[config.mk]
export PLATFORM = sky130hd
export DESIGN_NAME = sram_burst_responder_flat
export DESIGN_NICKNAME = d
export VERILOG_FILES = /design/src/rtl/sram_burst_responder_if.sv /design/src/rtl/sram_burst_responder.sv /design/src/flat_wrapper.sv
export SDC_FILE = /design/constraint.sdc
export NUM_CORES = 1
export LEC_CHECK = 0
export ABC_AREA = 1
export BUFFER_PORTS_ARGS = -buffer_cell sky130_fd_sc_hd__clkbuf_2
export CAP_MARGIN = 25
export CORE_UTILIZATION = 54
export DETAILED_ROUTE_END_ITERATION = 12
export HOLD_SLACK_MARGIN = 0.08
export MAX_ROUTING_LAYER = met4
export PLACE_DENSITY_LB_ADDON = 0.12
export SLEW_MARGIN = 20
export SYNTH_ARGS = -nofsm -noshare
export SYNTH_HDL_FRONTEND = slang
export SYNTH_SLANG_ARGS = --single-unit
[constraint.sdc]
create_clock -name clk_sram -period 2.3 [get_ports clk_sram]
set_clock_uncertainty 0.15 [all_clocks]
set_input_delay 0.115 -clock clk_sram [delete_from_list [all_inputs] [get_ports clk_sram]]
set_output_delay 0.115 -clock clk_sram [all_outputs]
set_load 0.05 [all_outputs]
[src/rtl/sram_burst_responder_if.sv]
// Requester-side bus of the SRAM burst responder.
// Signals: req/we/addr/wdata/burst_len (request, requester -> responder),
//          ready/ack/rdata/burst_rdata/burst_data_valid (responder -> requester).
// Modports: slave = responder view, master = requester view.
interface sram_burst_responder_if;
  logic        req;
  logic        we;
  logic [23:0] addr;
  logic [31:0] wdata;
  logic [7:0]  burst_len;
  logic        ready;
  logic        ack;
  logic [31:0] rdata;
  logic [15:0] burst_rdata;
  logic        burst_data_valid;

  modport slave (
    input  req, we, addr, wdata, burst_len,
    output ready, ack, rdata, burst_rdata, burst_data_valid
  );

  modport master (
    output req, we, addr, wdata, burst_len,
    input  ready, ack, rdata, burst_rdata, burst_data_valid
  );
endinterface

[src/rtl/sram_burst_responder.sv]
// SRAM burst responder: accepts a single 32-bit read/write or an N-word 16-bit
// read burst from a requester and executes it on a 16-bit pipelined memory port.
// Ports:
//   clk_sram, rst_n_sram      - clock, asynchronous active-low reset
//   bus (slave modport)       - requester handshake, request fields and read results
//   mem_cs/mem_we/mem_addr/mem_wdata (out), mem_rdata (in) - 16-bit memory port
// Read data returns READ_LATENCY cycles after issue; every output is registered.
module sram_burst_responder #(
  parameter int unsigned READ_LATENCY = 2
) (
  input  logic                   clk_sram,
  input  logic                   rst_n_sram,
  sram_burst_responder_if.slave  bus,
  output logic                   mem_cs,
  output logic                   mem_we,
  output logic [23:0]            mem_addr,
  output logic [15:0]            mem_wdata,
  input  logic [15:0]            mem_rdata
);

  localparam int unsigned AW = 24;
  localparam int unsigned DW = 32;
  localparam int unsigned MW = 16;
  localparam int unsigned LW = 8;

  typedef enum logic [2:0] {
    ST_IDLE,
    ST_ISSUE,
    ST_DRAIN,
    ST_ACK,
    ST_TURN
  } state_e;

  state_e                  state_q;
  logic                    we_q;
  logic                    single_q;
  logic [LW-1:0]           len_q;
  logic [LW-1:0]           issue_cnt_q;
  logic [LW-1:0]           ret_cnt_q;
  logic [MW-1:0]           wdata_hi_q;
  logic [MW-1:0]           rdata_lo_q;
  logic [READ_LATENCY-1:0] vld_q;

  logic                    ready_q;
  logic                    ack_q;
  logic [DW-1:0]           rdata_q;
  logic [MW-1:0]           burst_rdata_q;
  logic                    bdv_q;
  logic                    mem_cs_q;
  logic                    mem_we_q;
  logic [AW-1:0]           mem_addr_q;
  logic [MW-1:0]           mem_wdata_q;

  assign bus.ready            = ready_q;
  assign bus.ack              = ack_q;
  assign bus.rdata            = rdata_q;
  assign bus.burst_rdata      = burst_rdata_q;
  assign bus.burst_data_valid = bdv_q;
  assign mem_cs               = mem_cs_q;
  assign mem_we               = mem_we_q;
  assign mem_addr             = mem_addr_q;
  assign mem_wdata            = mem_wdata_q;

  // Control FSM, in-flight read tracking and read-data capture.
  always_ff @(posedge clk_sram or negedge rst_n_sram) begin
    if (!rst_n_sram) begin
      state_q       <= ST_IDLE;
      we_q          <= 1'b0;
      single_q      <= 1'b0;
      len_q         <= '0;
      issue_cnt_q   <= '0;
      ret_cnt_q     <= '0;
      wdata_hi_q    <= '0;
      rdata_lo_q    <= '0;
      vld_q         <= '0;
      ready_q       <= 1'b1;
      ack_q         <= 1'b0;
      rdata_q       <= '0;
      burst_rdata_q <= '0;
      bdv_q         <= 1'b0;
      mem_cs_q      <= 1'b0;
      mem_we_q      <= 1'b0;
      mem_addr_q    <= '0;
      mem_wdata_q   <= '0;
    end else begin
      ack_q <= 1'b0;
      bdv_q <= 1'b0;

      // One valid bit per read issued this cycle, aged READ_LATENCY stages.
      vld_q[0] <= (state_q == ST_ISSUE) && !we_q;
      for (int unsigned i = 1; i < READ_LATENCY; i++) begin
        vld_q[i] <= vld_q[i-1];
      end

      // Oldest stage valid: mem_rdata holds the word for that issue now.
      if (vld_q[READ_LATENCY-1]) begin
        ret_cnt_q <= ret_cnt_q + LW'(1);
        if (single_q) begin
          if (ret_cnt_q == '0) rdata_lo_q <= mem_rdata;
          else                 rdata_q    <= {mem_rdata, rdata_lo_q};
        end else begin
          burst_rdata_q <= mem_rdata;
          bdv_q         <= 1'b1;
        end
      end

      case (state_q)
        ST_IDLE: begin
          if (bus.req) begin
            state_q     <= ST_ISSUE;
            ready_q     <= 1'b0;
            we_q        <= bus.we;
            single_q    <= !bus.we && (bus.burst_len == '0);
            // Writes and zero-length requests are two 16-bit words.
            len_q       <= (bus.we || bus.burst_len == '0) ? LW'(2) : bus.burst_len;
            wdata_hi_q  <= bus.wdata[31:16];
            issue_cnt_q <= '0;
            ret_cnt_q   <= '0;
            mem_cs_q    <= 1'b1;
            mem_we_q    <= bus.we;
            mem_addr_q  <= bus.addr;
            if (bus.we) mem_wdata_q <= bus.wdata[15:0];
          end
        end

        ST_ISSUE: begin
          if (issue_cnt_q == len_q - LW'(1)) begin
            mem_cs_q <= 1'b0;
            mem_we_q <= 1'b0;
            if (we_q) begin
              state_q <= ST_ACK;
              ack_q   <= 1'b1;
            end else begin
              state_q <= ST_DRAIN;
            end
          end else begin
            issue_cnt_q <= issue_cnt_q + LW'(1);
            mem_addr_q  <= mem_addr_q + AW'(1);
            if (we_q) mem_wdata_q <= wdata_hi_q;
          end
        end

        // Wait until every issued word has been captured.
        ST_DRAIN: begin
          if (ret_cnt_q == len_q) begin
            state_q <= ST_ACK;
            ack_q   <= 1'b1;
          end
        end

        ST_ACK: begin
          state_q <= ST_TURN;
        end

        // One dead cycle so a registered req drop is not seen as a new request.
        ST_TURN: begin
          state_q <= ST_IDLE;
          ready_q <= 1'b1;
        end

        default: begin
          state_q <= ST_IDLE;
          ready_q <= 1'b1;
        end
      endcase
    end
  end

endmodule

[src/flat_wrapper.sv]
// flat-port wrapper written by rule: the top's interface ports become plain ports
module sram_burst_responder_flat 
#(
  parameter int unsigned READ_LATENCY = 2
)
  (clk_sram, rst_n_sram, mem_cs, mem_we, mem_addr, mem_wdata, mem_rdata, bus_req, bus_we, bus_addr, bus_wdata, bus_burst_len, bus_ready, bus_ack, bus_rdata, bus_burst_rdata, bus_burst_data_valid);
  sram_burst_responder_if bus_i ();
  input  logic clk_sram;
  input  logic rst_n_sram;
  output logic mem_cs;
  output logic mem_we;
  output logic [23:0] mem_addr;
  output logic [15:0] mem_wdata;
  input  logic [15:0] mem_rdata;
  input wire logic [$bits(bus_i.req)-1:0] bus_req;
  input wire logic [$bits(bus_i.we)-1:0] bus_we;
  input wire logic [$bits(bus_i.addr)-1:0] bus_addr;
  input wire logic [$bits(bus_i.wdata)-1:0] bus_wdata;
  input wire logic [$bits(bus_i.burst_len)-1:0] bus_burst_len;
  output wire logic [$bits(bus_i.ready)-1:0] bus_ready;
  output wire logic [$bits(bus_i.ack)-1:0] bus_ack;
  output wire logic [$bits(bus_i.rdata)-1:0] bus_rdata;
  output wire logic [$bits(bus_i.burst_rdata)-1:0] bus_burst_rdata;
  output wire logic [$bits(bus_i.burst_data_valid)-1:0] bus_burst_data_valid;
  assign bus_i.req = bus_req;
  assign bus_i.we = bus_we;
  assign bus_i.addr = bus_addr;
  assign bus_i.wdata = bus_wdata;
  assign bus_i.burst_len = bus_burst_len;
  assign bus_ready = bus_i.ready;
  assign bus_ack = bus_i.ack;
  assign bus_rdata = bus_i.rdata;
  assign bus_burst_rdata = bus_i.burst_rdata;
  assign bus_burst_data_valid = bus_i.burst_data_valid;
  sram_burst_responder #(.READ_LATENCY(READ_LATENCY)) u_core (.clk_sram(clk_sram), .rst_n_sram(rst_n_sram), .bus(bus_i), .mem_cs(mem_cs), .mem_we(mem_we), .mem_addr(mem_addr), .mem_wdata(mem_wdata), .mem_rdata(mem_rdata));
endmodule
==> results of run 1 <==
-- state kept, by name, summed over array words and instances, names as in the netlist --
signal	flops
u_core.mem_addr	24
u_core.ret_cnt_q	8
u_core.mem_cs	1
u_core.we_q	1
u_core.wdata_hi_q	16
u_core.bus.burst_data_valid	1
u_core.len_q	8
u_core.mem_we	1
u_core.vld_q	2
u_core.bus.rdata	32
u_core.bus.burst_rdata	16
u_core.bus.ready	1
u_core.single_q	1
u_core.issue_cnt_q	8
u_core.rdata_lo_q	16
u_core.mem_wdata	16
u_core.bus.ack	1
u_core.state_q	3
-- worst max-delay path: stages (launching register included) --
cell and delay (ns):
dfrtp_1 0.40, inv_2 0.08, ha_4 0.26, xor2_1 0.13
nand2_1 0.06, nor2_1 0.09, nand3_1 0.09, nor2_2 0.16
nand2_2 0.10, nand2_4 0.08, buf_4 0.17, nand3_1 0.11
nand2_1 0.08, nand2_1 0.05
-- synthesized netlist by cell type (2+ instances only) --
cell type / count
nor3_1: 9
inv_2: 5
nor3b_1: 2
o22ai_1: 2
ha_1: 5
nand4_1: 8
nor4_1: 3
buf_6: 5
o21ai_1: 17
buf_1: 2
dfrtp_1: 155
nand2_1: 293
a22o_1: 2
a21oi_1: 10
nor2_1: 55
o21ai_0: 84
buf_2: 9
o21ai_2: 25
buf_4: 3
nor2_2: 4
inv_1: 98
nand3_1: 46
o31ai_1: 7
mux2i_1: 16
nand2_4: 2
xnor2_1: 3
clkbuf_1: 15
xor2_1: 15
-- routing by layer --
metal	up-vias	wire length, um	track usage, %
met2	265	9750	48.4
met4	0	608	12.3
met1	3287	8520	37.7
met5	-	0	-
met3	54	1150	6.18
li1	3424	-	-
-- how the worst max path moves through the flow --
stage                                    from                           endpoint  slack, ns  cells after the start
4_1_cts           u_core.len_q[1]$_DFFE_PN0P_  u_core.issue_cnt_q[4]$_DFFE_PN0P_       0.07                     13
3_3_place_gp      u_core.len_q[0]$_DFFE_PN0P_    u_core.mem_addr[14]$_DFFE_PN0P_       0.16                     13
3_5_place_dp      u_core.len_q[0]$_DFFE_PN0P_    u_core.mem_addr[17]$_DFFE_PN0P_       0.09                     13
5_1_grt         u_core.state_q[1]$_DFFE_PN0P_        u_core.len_q[2]$_DFFE_PN0P_      0.003                      8
2_1_floorplan  u_core.mem_addr[0]$_DFFE_PN0P_    u_core.mem_addr[16]$_DFFE_PN0P_       0.15                      9
6_report          u_core.len_q[1]$_DFFE_PN0P_          u_core.mem_cs$_DFFE_PN0P_       0.16                     13
-- per-stage QoR --
stage               util (%)  hold slack, ns  instance area [sq um]  worst slack [ns]  power (mW)
floorplan                  -          -0.331                   7540             0.148        10.9
global placement        64.1         -0.0855                   8630             0.162        12.6
detailed placement      64.1         -0.0878                   8630            0.0853        12.8
CTS                     75.3           0.101                  10100            0.0685        15.9
global route            75.5           0.107                  10200           0.00327        17.0
finish                  75.5           0.110                  10200             0.164        16.0
-- cell usage in the layout, fill, tap and decap left out, types with 10 or more instances in the layout --
master and n:
inv_1 97, o21ai_2 25, nor2_1 54, nand2_1 293, o21ai_1 17, a21oi_1 10
dfrtp_1 155, clkbuf_16 17, nand3_1 45, o21ai_0 84, dlygate4sd3_1 84, clkbuf_2 175
xor2_1 15, mux2i_1 16
-- kinds of logic after synthesis --
group | count (synthesis) | synth area share [%]
buf+inv | 137 | 7.62
fa+ha+maj | 5 | 0.830
xor+xnor | 19 | 2.39
flops | 156 | 51.8
compound gates | 150 | 11.7
mux | 16 | 2.12
simple gates | 428 | 23.5
-- repair_timing --
| item | CTS | global route |
|---|---|---|
| resized for setup | 0 | 5 |
| setup endpoints to repair | 0 | 46 |
| hold endpoints to repair | 275 | 0 |
| buffers inserted | 0 | 1 |
| hold buffers | 85 | 0 |
-- area by class of cell --
class                   count  share of cell area, %
inverters                 103                   3.81
flip-flops and latches    156                   38.5
clock inverters            12                   1.82
clock buffers              19                   4.46
repair buffers            276                   19.0
multi-input cells         618                   30.3
well taps                 176                   2.17
-- power groups by stage --
| stage | Clock, mW | Combinational [mW] | Sequential, mW |
|---|---|---|---|
| 5_1_grt | 3.17 | 8.86 | 5.01 |
| 2_1_floorplan | 0 | 3.55 | 7.36 |
| 3_3_place_gp | 0 | 7.79 | 4.84 |
| 4_1_cts | 3.05 | 8.05 | 4.85 |
| 3_5_place_dp | 0 | 7.93 | 4.85 |
| 6_report | 3.02 | 8.14 | 4.88 |
==> impl_metrics.tcl, run 1 <==
set metrics [dict create \
    synth_edf_count 0 \
    numCtsBuffers 17 \
    drive_gt1_share_pct 22.8 \
    critPathMaxFanout 11 \
    avgViaCountPerCell 5.17 \
    fin_crit_ns 2.14 \
    peakVddDrop_mv 1.21 \
    clock-sinks 156 \
    antenna_found_initial 0 \
    ys_types 39 \
    num_antenna_cells 0 \
    rr_endpoint "u_core.mem_cs$_DFFE_PN0P_" \
    crit_type "register to register" \
    n_fill_cell 984 \
    cp_data_arrival_time_ns 2.28 \
    syn_avg_cell_area_sq_um 8.27 \
    pwr-share-seq_pct 30.4 \
    power.share.combinational_pct 50.7 \
    r2r_slack_ns 0.16 \
    setup_viol 0 \
    tritoncts "built" \
    netlist_instances 911 \
    reg2reg_from "u_core.len_q[1]$_DFFE_PN0P_" \
    rows 42 \
    dp_hpwl_um 12700 \
    wl_per_cell_um 14.7 \
    status "finished clean" \
    slew_headroom_pct 53.9 \
    reg2reg_depth 13 \
    ant_nets 0 \
    fp.coreArea_sq_um 13500 \
    start_kind "register" \
    final_cells 1360 \
    first_iter_violations 532 \
    place.gp.congestion 0.922 \
    h-tree-depth 4 \
    synth_warnings 0 \
    clkSlewWorstSetupHoldPaths_ns 0.06 \
    grt_max_degree 65 \
    grt_pass1_wl_um 33200 \
    synth.largest_area_cell "dfrtp_1" \
    maxCapViolCount 0 \
    synth_async_sr_flop_share_pct 100 \
    intPower_mw 8.09 \
    slew_viol_final 0 \
    io_buffers 176 \
    synth.ff_latch_count 156 \
    grt_pass1_vias 7051 \
    yosys.area.top_type_share_pct 51.5 \
    switching_power_mw 7.94 \
    place_inst 1243 \
    multi_input_area_sq_um 3080 \
    clkPwrFrac_pct 18.9 \
    drc 0 \
    power_density_nw_per_um2 1580 \
    fin_crit_sh_pct 92.9 \
    clock_latency_ns 0.42 \
    routed_wl_um 20000 \
    io_pins 177 \
    seq_area_sq_um 3910 \
    die_width_um 120 \
    syn_area_sq_um 7540 \
    grt-ovfl-total 0 \
    fp.dieH_um 120 \
    yosysSeqAreaShare_pct 51.8 \
    first_pass_iters 5 \
    vias 7030 \
    setup_tns_ns 0 \
    cts-root-buf "clkbuf_16" \
    p_leak_nw 5.31 \
    nNetsFinal 1261 \
    critPathCaptureType "register" \
    dieArea_sq_um 14400 \
    synth_flop_cell "dfrtp_1" \
    required_ns 2.44 \
    synth_area_leaders "dfrtp_1 (51%), nand2_1 (15%), o21ai_0 (5.6%)" \
    max_freq_mhz 468 \
    finalHoldViolCount 0 \
    start_util_pct 56.0 \
    max_slew.worst_pin.slew_ns 0.691 \
    synth_nets 1000 \
    syn_to_final_growth_pct 34.7 \
    rsz0062_at_grt "no" \
    switching_share_pct 49.5 \
    hold_class "input pin to asynchronous set/reset pin" \
    grtUsageTotal_pct 30.3 \
    ctsLongestPathBuffers 2 \
]
Power figures use the tool's default switching activity.
==> run 2: changes to the inputs <==
--- a/config.mk
+++ b/config.mk
@@ -12,7 +12,7 @@
 export DETAILED_ROUTE_END_ITERATION = 12
 export HOLD_SLACK_MARGIN = 0.08
 export MAX_ROUTING_LAYER = met4
-export PLACE_DENSITY_LB_ADDON = 0.12
+export PLACE_DENSITY = 0.88
 export SLEW_MARGIN = 20
 export SYNTH_ARGS = -nofsm -noshare
 export SYNTH_HDL_FRONTEND = slang
==> run 2 against run 1 <==
Effect of this change:
- the flow now finishes with violations (negative setup slack)
- setup slack lost 0.25 ns
- clock power shrank 4%
- global-route usage grew 3.9 points
- critical path depth is the same
- flip-flop and latch count is the same
- routed wire length grew 19%
- combinational power grew 8.5%
- power grew 3.9%
- via count grew 9.7%
- die area is the same
- first-iteration DRC count grew 43%
- sequential power grew 1%
- critical path type unchanged
- highest routed layer unchanged
==> impl_metrics.tcl, run 2 (synthesis results as in run 1) <==
set metrics [dict create \
    vias 7709 \
    rsz0062_at_grt "yes" \
    io_buffers 176 \
    grt-ovfl-total 0 \
    largest_reg_flops 32 \
    setup_viol 8 \
    finalHoldViolCount 0 \
    intPower_mw 8.09 \
    ant_nets 0 \
    pwr-share-seq_pct 29.6 \
    fin_crit_ns 2.39 \
    power_density_nw_per_um2 1630 \
    switching_share_pct 51.5 \
    syn_to_final_growth_pct 35.4 \
    drc 0 \
    first_iter_violations 760 \
    slew_headroom_pct 50.8 \
    place_inst 1246 \
    hold_class "register to register" \
    power.share.combinational_pct 52.9 \
    cp-startpoint "u_core.len_q[1]$_DFFE_PN0P_" \
    status "finished, violations left" \
    place.gp.congestion 0.917 \
    die_width_um 120 \
    max_freq_mhz 419 \
    grt_max_degree 65 \
    switching_power_mw 8.58 \
    slew_viol_final 0 \
    dieArea_sq_um 14400 \
    h-tree-depth 4 \
    violations "negative setup slack" \
    final_common_cell "nand2_1" \
    max_slew.worst_pin.slew_ns 0.737 \
    fin_crit_sh_pct 104 \
    start_util_pct 56.0 \
    io_pins 177 \
    antenna_found_initial 0 \
    ctsLongestPathBuffers 2 \
    num_antenna_cells 0 \
    fp.coreArea_sq_um 13500 \
    rr_endpoint "u_core.mem_addr[14]$_DFFE_PN0P_" \
    grt_pass1_vias 7585 \
    fp.dieH_um 120 \
    cp_data_arrival_time_ns 2.55 \
    reg2reg_from "u_core.len_q[1]$_DFFE_PN0P_" \
    r2r_slack_ns -0.09 \
    grt_pass1_wl_um 37100 \
    final_cell_mix "nand2_1 (293), clkbuf_2 (175), dfrtp_1 (155)" \
    required_ns 2.46 \
    p_leak_nw 5.34 \
    routed_wl_um 23800 \
    critPathMaxFanout 11 \
    final_cells 1371 \
    wl_per_cell_um 17.4 \
    start_kind "register" \
    tritoncts "built" \
    dp_hpwl_um 13100 \
    critPathCaptureType "register" \
    grtUsageTotal_pct 34.2 \
    setup_tns_ns -0.145 \
    fin_ws_ns -0.0875 \
    peakVddDrop_mv 0.979 \
    nNetsFinal 1271 \
    drive_gt1_share_pct 23.3 \
    numCtsBuffers 17 \
    crit_end "u_core.mem_addr[14]$_DFFE_PN0P_" \
    crit_type "register to register" \
    maxCapViolCount 0 \
    reg2reg_depth 13 \
    first_pass_iters 6 \
    clock-sinks 156 \
    clock_latency_ns 0.44 \
    rows 42 \
    avgViaCountPerCell 5.62 \
    clkSlewWorstSetupHoldPaths_ns 0.07 \
    clkPwrFrac_pct 17.5 \
    cts-root-buf "clkbuf_16" \
]
==> run 2: changes by cell type in the layout (fill, tap and decap cells not counted), moves of 2 or more <==
cell / delta
buf_4: +8
inv_6: +3
inv_8: +3
bufinv_16: -2
clkbuf_8: -2
clkinv_4: -2
==> run 2: stage by stage <==
| step | cell area [sq um] | setup slack [ns] | utilization (%) | total power [mW] | hold slack [ns] |
|---|---|---|---|---|---|
| 3_5_place_dp | 8650 | 0.0958 | 64.3 | 12.9 | -0.0668 |
| 6_report | 10200 | -0.0875 | 75.8 | 16.7 | 0.207 |
| 5_1_grt | 10200 | -0.202 | 75.8 | 17.5 | 0.209 |
| 2_1_floorplan | 7540 | 0.148 | - | 10.9 | -0.331 |
| 4_1_cts | 10100 | 0.0804 | 75.1 | 16.0 | 0.212 |
| 3_3_place_gp | 8650 | 0.173 | 64.3 | 12.6 | -0.0646 |
==> run 2: area by class of cell <==
cell class	count	area (sq um)
fill	840	3250
tap	176	220
timing repair buffer	286	2010
clock inverter	14	170
sequential	156	3910
multi-input combinational	618	3080
inverter	103	387
clock buffer	18	429
==> run 2: routing by layer <==
layer  share of wire, %  track usage (%)  vias up
met5                  0                -        -
met4                4.2             17.0        0
met3                7.4             7.27      110
met2                 51             56.4      485
met1                 37             39.5     3657
li1                   -                -     3457
==> run 2: worst min path at each step <==
stage / startpoint / to / slack, ns / depth (start not counted)
2_1_floorplan: rst_n_sram / u_core.bus.ack$_DFF_PN0_ / -0.33 / 0
3_3_place_gp: rst_n_sram / u_core.mem_addr[18]$_DFFE_PN0P_ / -0.06 / 1
3_5_place_dp: rst_n_sram / u_core.mem_addr[18]$_DFFE_PN0P_ / -0.07 / 1
4_1_cts: u_core.vld_q[0]$_DFF_PN0_ / u_core.vld_q[1]$_DFF_PN0_ / 0.21 / 0
5_1_grt: u_core.vld_q[0]$_DFF_PN0_ / u_core.vld_q[1]$_DFF_PN0_ / 0.21 / 0
6_report: u_core.vld_q[0]$_DFF_PN0_ / u_core.vld_q[1]$_DFF_PN0_ / 0.21 / 0
==> run 2: power groups by stage <==
stage                     Sequential [mW]  Combinational [mW]  Clock [mW]
after global routing                 5.04                9.42        3.02
after detailed placement             4.83                8.05           0
after floorplan                      7.36                3.55           0
after global placement               4.80                7.82           0
after CTS                            4.83                8.25        2.89
final                                4.93                8.83        2.91
==> run 2: worst max-delay path, cell delays in order, from the launching register on <==
cell and delay (ns):
dfrtp_1 0.39, inv_2 0.07, ha_2 0.33, xor2_1 0.23
nand2_1 0.09, nor2_1 0.09, nand3_1 0.11, nor2_2 0.12
nand2_2 0.09, nand2_4 0.10, nand2_8 0.10, buf_4 0.17
nand2_1 0.11, o21ai_2 0.09
==> run 2: repair_timing <==
item                                   in CTS  in global routing
hold buffers                               85                  0
buffers inserted                            0                  7
setup endpoints to repair                   0                 26
gates resized for setup                     0                  6
endpoints found under the hold margin     273                  0
==> run 3: changes to the inputs <==
--- a/config.mk
+++ b/config.mk
@@ -8,11 +8,13 @@
 export ABC_AREA = 1
 export BUFFER_PORTS_ARGS = -buffer_cell sky130_fd_sc_hd__clkbuf_2
 export CAP_MARGIN = 25
-export CORE_UTILIZATION = 54
+export CORE_UTILIZATION = 55
+export CTS_BUF_LIST = sky130_fd_sc_hd__clkbuf_8
 export DETAILED_ROUTE_END_ITERATION = 12
 export HOLD_SLACK_MARGIN = 0.08
 export MAX_ROUTING_LAYER = met4
-export PLACE_DENSITY = 0.88
+export PLACE_DENSITY = 0.89
+export REMOVE_ABC_BUFFERS = 1
 export SLEW_MARGIN = 20
 export SYNTH_ARGS = -nofsm -noshare
 export SYNTH_HDL_FRONTEND = slang
==> constraint.sdc (replaced) <==
create_clock -name clk_sram -period 2.32 [get_ports clk_sram]
set_clock_uncertainty 0.15 [all_clocks]
set_input_delay 0.116 -clock clk_sram [delete_from_list [all_inputs] [get_ports clk_sram]]
set_output_delay 0.116 -clock clk_sram [all_outputs]
set_load 0.05 [all_outputs]
==> run 3 against run 2 <==
Effect of this change:
- the run now ends clean
- register-to-register slack better by 0.21 ns
- routed wire length is 12% lower
- die area is 1.8% lower
- hold slack better by 0.0079 ns
- maximum frequency is 8.6% higher
- first-iteration DRC count is 26% lower
- critical path depth is 5 lower
- final cell count is 0.36% lower
- setup slack better by 0.21 ns
- final area is 2.1% lower
- power is 8.1% lower
- clock power is 25% lower
==> impl_metrics.tcl, run 3 (synthesis results as in run 1) <==
set metrics [dict create \
    final_cell_mix "nand2_1 (292), clkbuf_2 (175), dfrtp_1 (155)" \
    ctsLongestPathBuffers 2 \
    setup_viol 0 \
    grt_pass1_vias 7268 \
    h-tree-depth 4 \
    avgViaCountPerCell 5.35 \
    rows 42 \
    io_buffers 176 \
    nNetsFinal 1266 \
    place.gp.congestion 0.907 \
    place_inst 1246 \
    numCtsBuffers 17 \
    worst-path-stages 8 \
    first_iter_violations 561 \
    dieArea_sq_um 14200 \
    power_density_nw_per_um2 1530 \
    peakVddDrop_mv 1.30 \
    first_pass_iters 6 \
    fin_util_pct 75.1 \
    maxCapViolCount 0 \
    grtUsageTotal_pct 31.8 \
    crit_family "buffers and inverters" \
    crit_type "register to register" \
    vias 7303 \
    syn_to_final_growth_pct 32.5 \
    fin_crit_sh_pct 94.7 \
    ant_nets 0 \
    fp.coreArea_sq_um 13300 \
    final_common_cell "nand2_1" \
    io_pins 177 \
    dp_slack_ns 0.144 \
    critical_path.slowest_cell "dlygate4sd3_1" \
    required_ns 2.52 \
    reg2reg_depth 8 \
    max_slew.worst_pin.slew_ns 0.681 \
    dp_hpwl_um 13300 \
    finalHoldViolCount 0 \
    max_freq_mhz 455 \
    routed_wl_um 21000 \
    cpPeakStageDelay_ns 0.59 \
    critPathMaxFanout 5 \
    drive_gt1_share_pct 23.3 \
    antenna_found_initial 0 \
    fp.dieH_um 119 \
    clkSlewWorstSetupHoldPaths_ns 0.08 \
    critPathCaptureType "register" \
    grt-ovfl-total 0 \
    cp-startpoint "u_core.state_q[1]$_DFFE_PN0P_" \
    reg2reg_from "u_core.state_q[1]$_DFFE_PN0P_" \
    crit_end "u_core.len_q[2]$_DFFE_PN0P_" \
    wl_per_cell_um 15.4 \
    num_antenna_cells 0 \
    p_leak_nw 5.24 \
    clock_latency_ns 0.45 \
    drc 0 \
    rr_endpoint "u_core.len_q[2]$_DFFE_PN0P_" \
    grt_max_degree 60 \
    cts-root-buf "clkbuf_8" \
    largest_reg_flops 32 \
    grt_pass1_wl_um 34300 \
    slew_headroom_pct 54.5 \
    fin_crit_ns 2.20 \
    start_kind "register" \
    clock-sinks 156 \
    tritoncts "built" \
    crit_buf_inv 3 \
    hold_class "register to register" \
    r2r_slack_ns 0.12 \
    path_cells "nor2_2 -> inv_2 -> nor2_2 -> inv_2 -> nor3_1 -> nand2_1 -> dlygate4sd3_1 -> o21ai_0" \
    timing.hold.ws_ns 0.215 \
    status "finished clean" \
    slew_viol_final 0 \
    start_util_pct 56.7 \
    final_cells 1366 \
    die_width_um 119 \
    cp_data_arrival_time_ns 2.40 \
    fin_ws_ns 0.122 \
]
## run 3: cell count changes in the layout (fill, tap and decap cells not counted), sizes merged
cell / delta
inv: -8
buf: -4
clkinv: +8
clkinvlp: -2
bufinv: +1
## run 3: cell type report
type | count | area, sq um
clock inverters | 13 | 166
clock buffers | 19 | 262
well taps | 176 | 220
multi-input cells | 618 | 3080
fillers | 868 | 3310
inverters | 103 | 387
repair buffers | 281 | 1960
flip-flops and latches | 156 | 3910
## run 3: metal layers
layer	vias to the layer above	global-route usage, %	wire length (um)
met5	-	-	0
met4	0	11.6	563
met3	59	6.70	1460
met2	369	53.3	10500
met1	3431	37.8	8460
li1	3444	-	-
## run 3: power by group
group | internal (mW) | switching (mW) | leakage [nW]
clock network | 1.13 | 1.04 | 0.220
logic | 2.31 | 5.96 | 3.12
registers | 3.92 | 0.955 | 1.90
## run 3: stage by stage
step | area (sq um) | total power [mW] | TNS [ns]
2_1_floorplan | 7350 | 10.5 | -3.32
3_3_place_gp | 8660 | 12.5 | 0
3_5_place_dp | 8660 | 12.8 | 0
4_1_cts | 9940 | 15.1 | 0
5_1_grt | 9990 | 16.2 | -0.756
6_report | 9990 | 15.3 | 0
## run 3: how the worst min path moves through the flow
stage | startpoint | endpoint | depth (start not counted)
6_report | u_core.vld_q[0]$_DFF_PN0_ | u_core.vld_q[1]$_DFF_PN0_ | 0
5_1_grt | u_core.vld_q[0]$_DFF_PN0_ | u_core.vld_q[1]$_DFF_PN0_ | 0
4_1_cts | u_core.vld_q[0]$_DFF_PN0_ | u_core.vld_q[1]$_DFF_PN0_ | 0
3_5_place_dp | rst_n_sram | u_core.mem_addr[1]$_DFFE_PN0P_ | 1
3_3_place_gp | rst_n_sram | u_core.mem_addr[1]$_DFFE_PN0P_ | 1
2_1_floorplan | rst_n_sram | u_core.bus.ack$_DFF_PN0_ | 0
## run 3: what timing repair did
| action | 4_1_cts | 5_1_grt |
|---|---|---|
| endpoints found under the hold margin | 274 | 0 |
| hold buffers | 85 | 0 |
| setup endpoints to repair | 0 | 25 |
| buffers inserted | 0 | 3 |
| gates resized for setup | 0 | 6 |
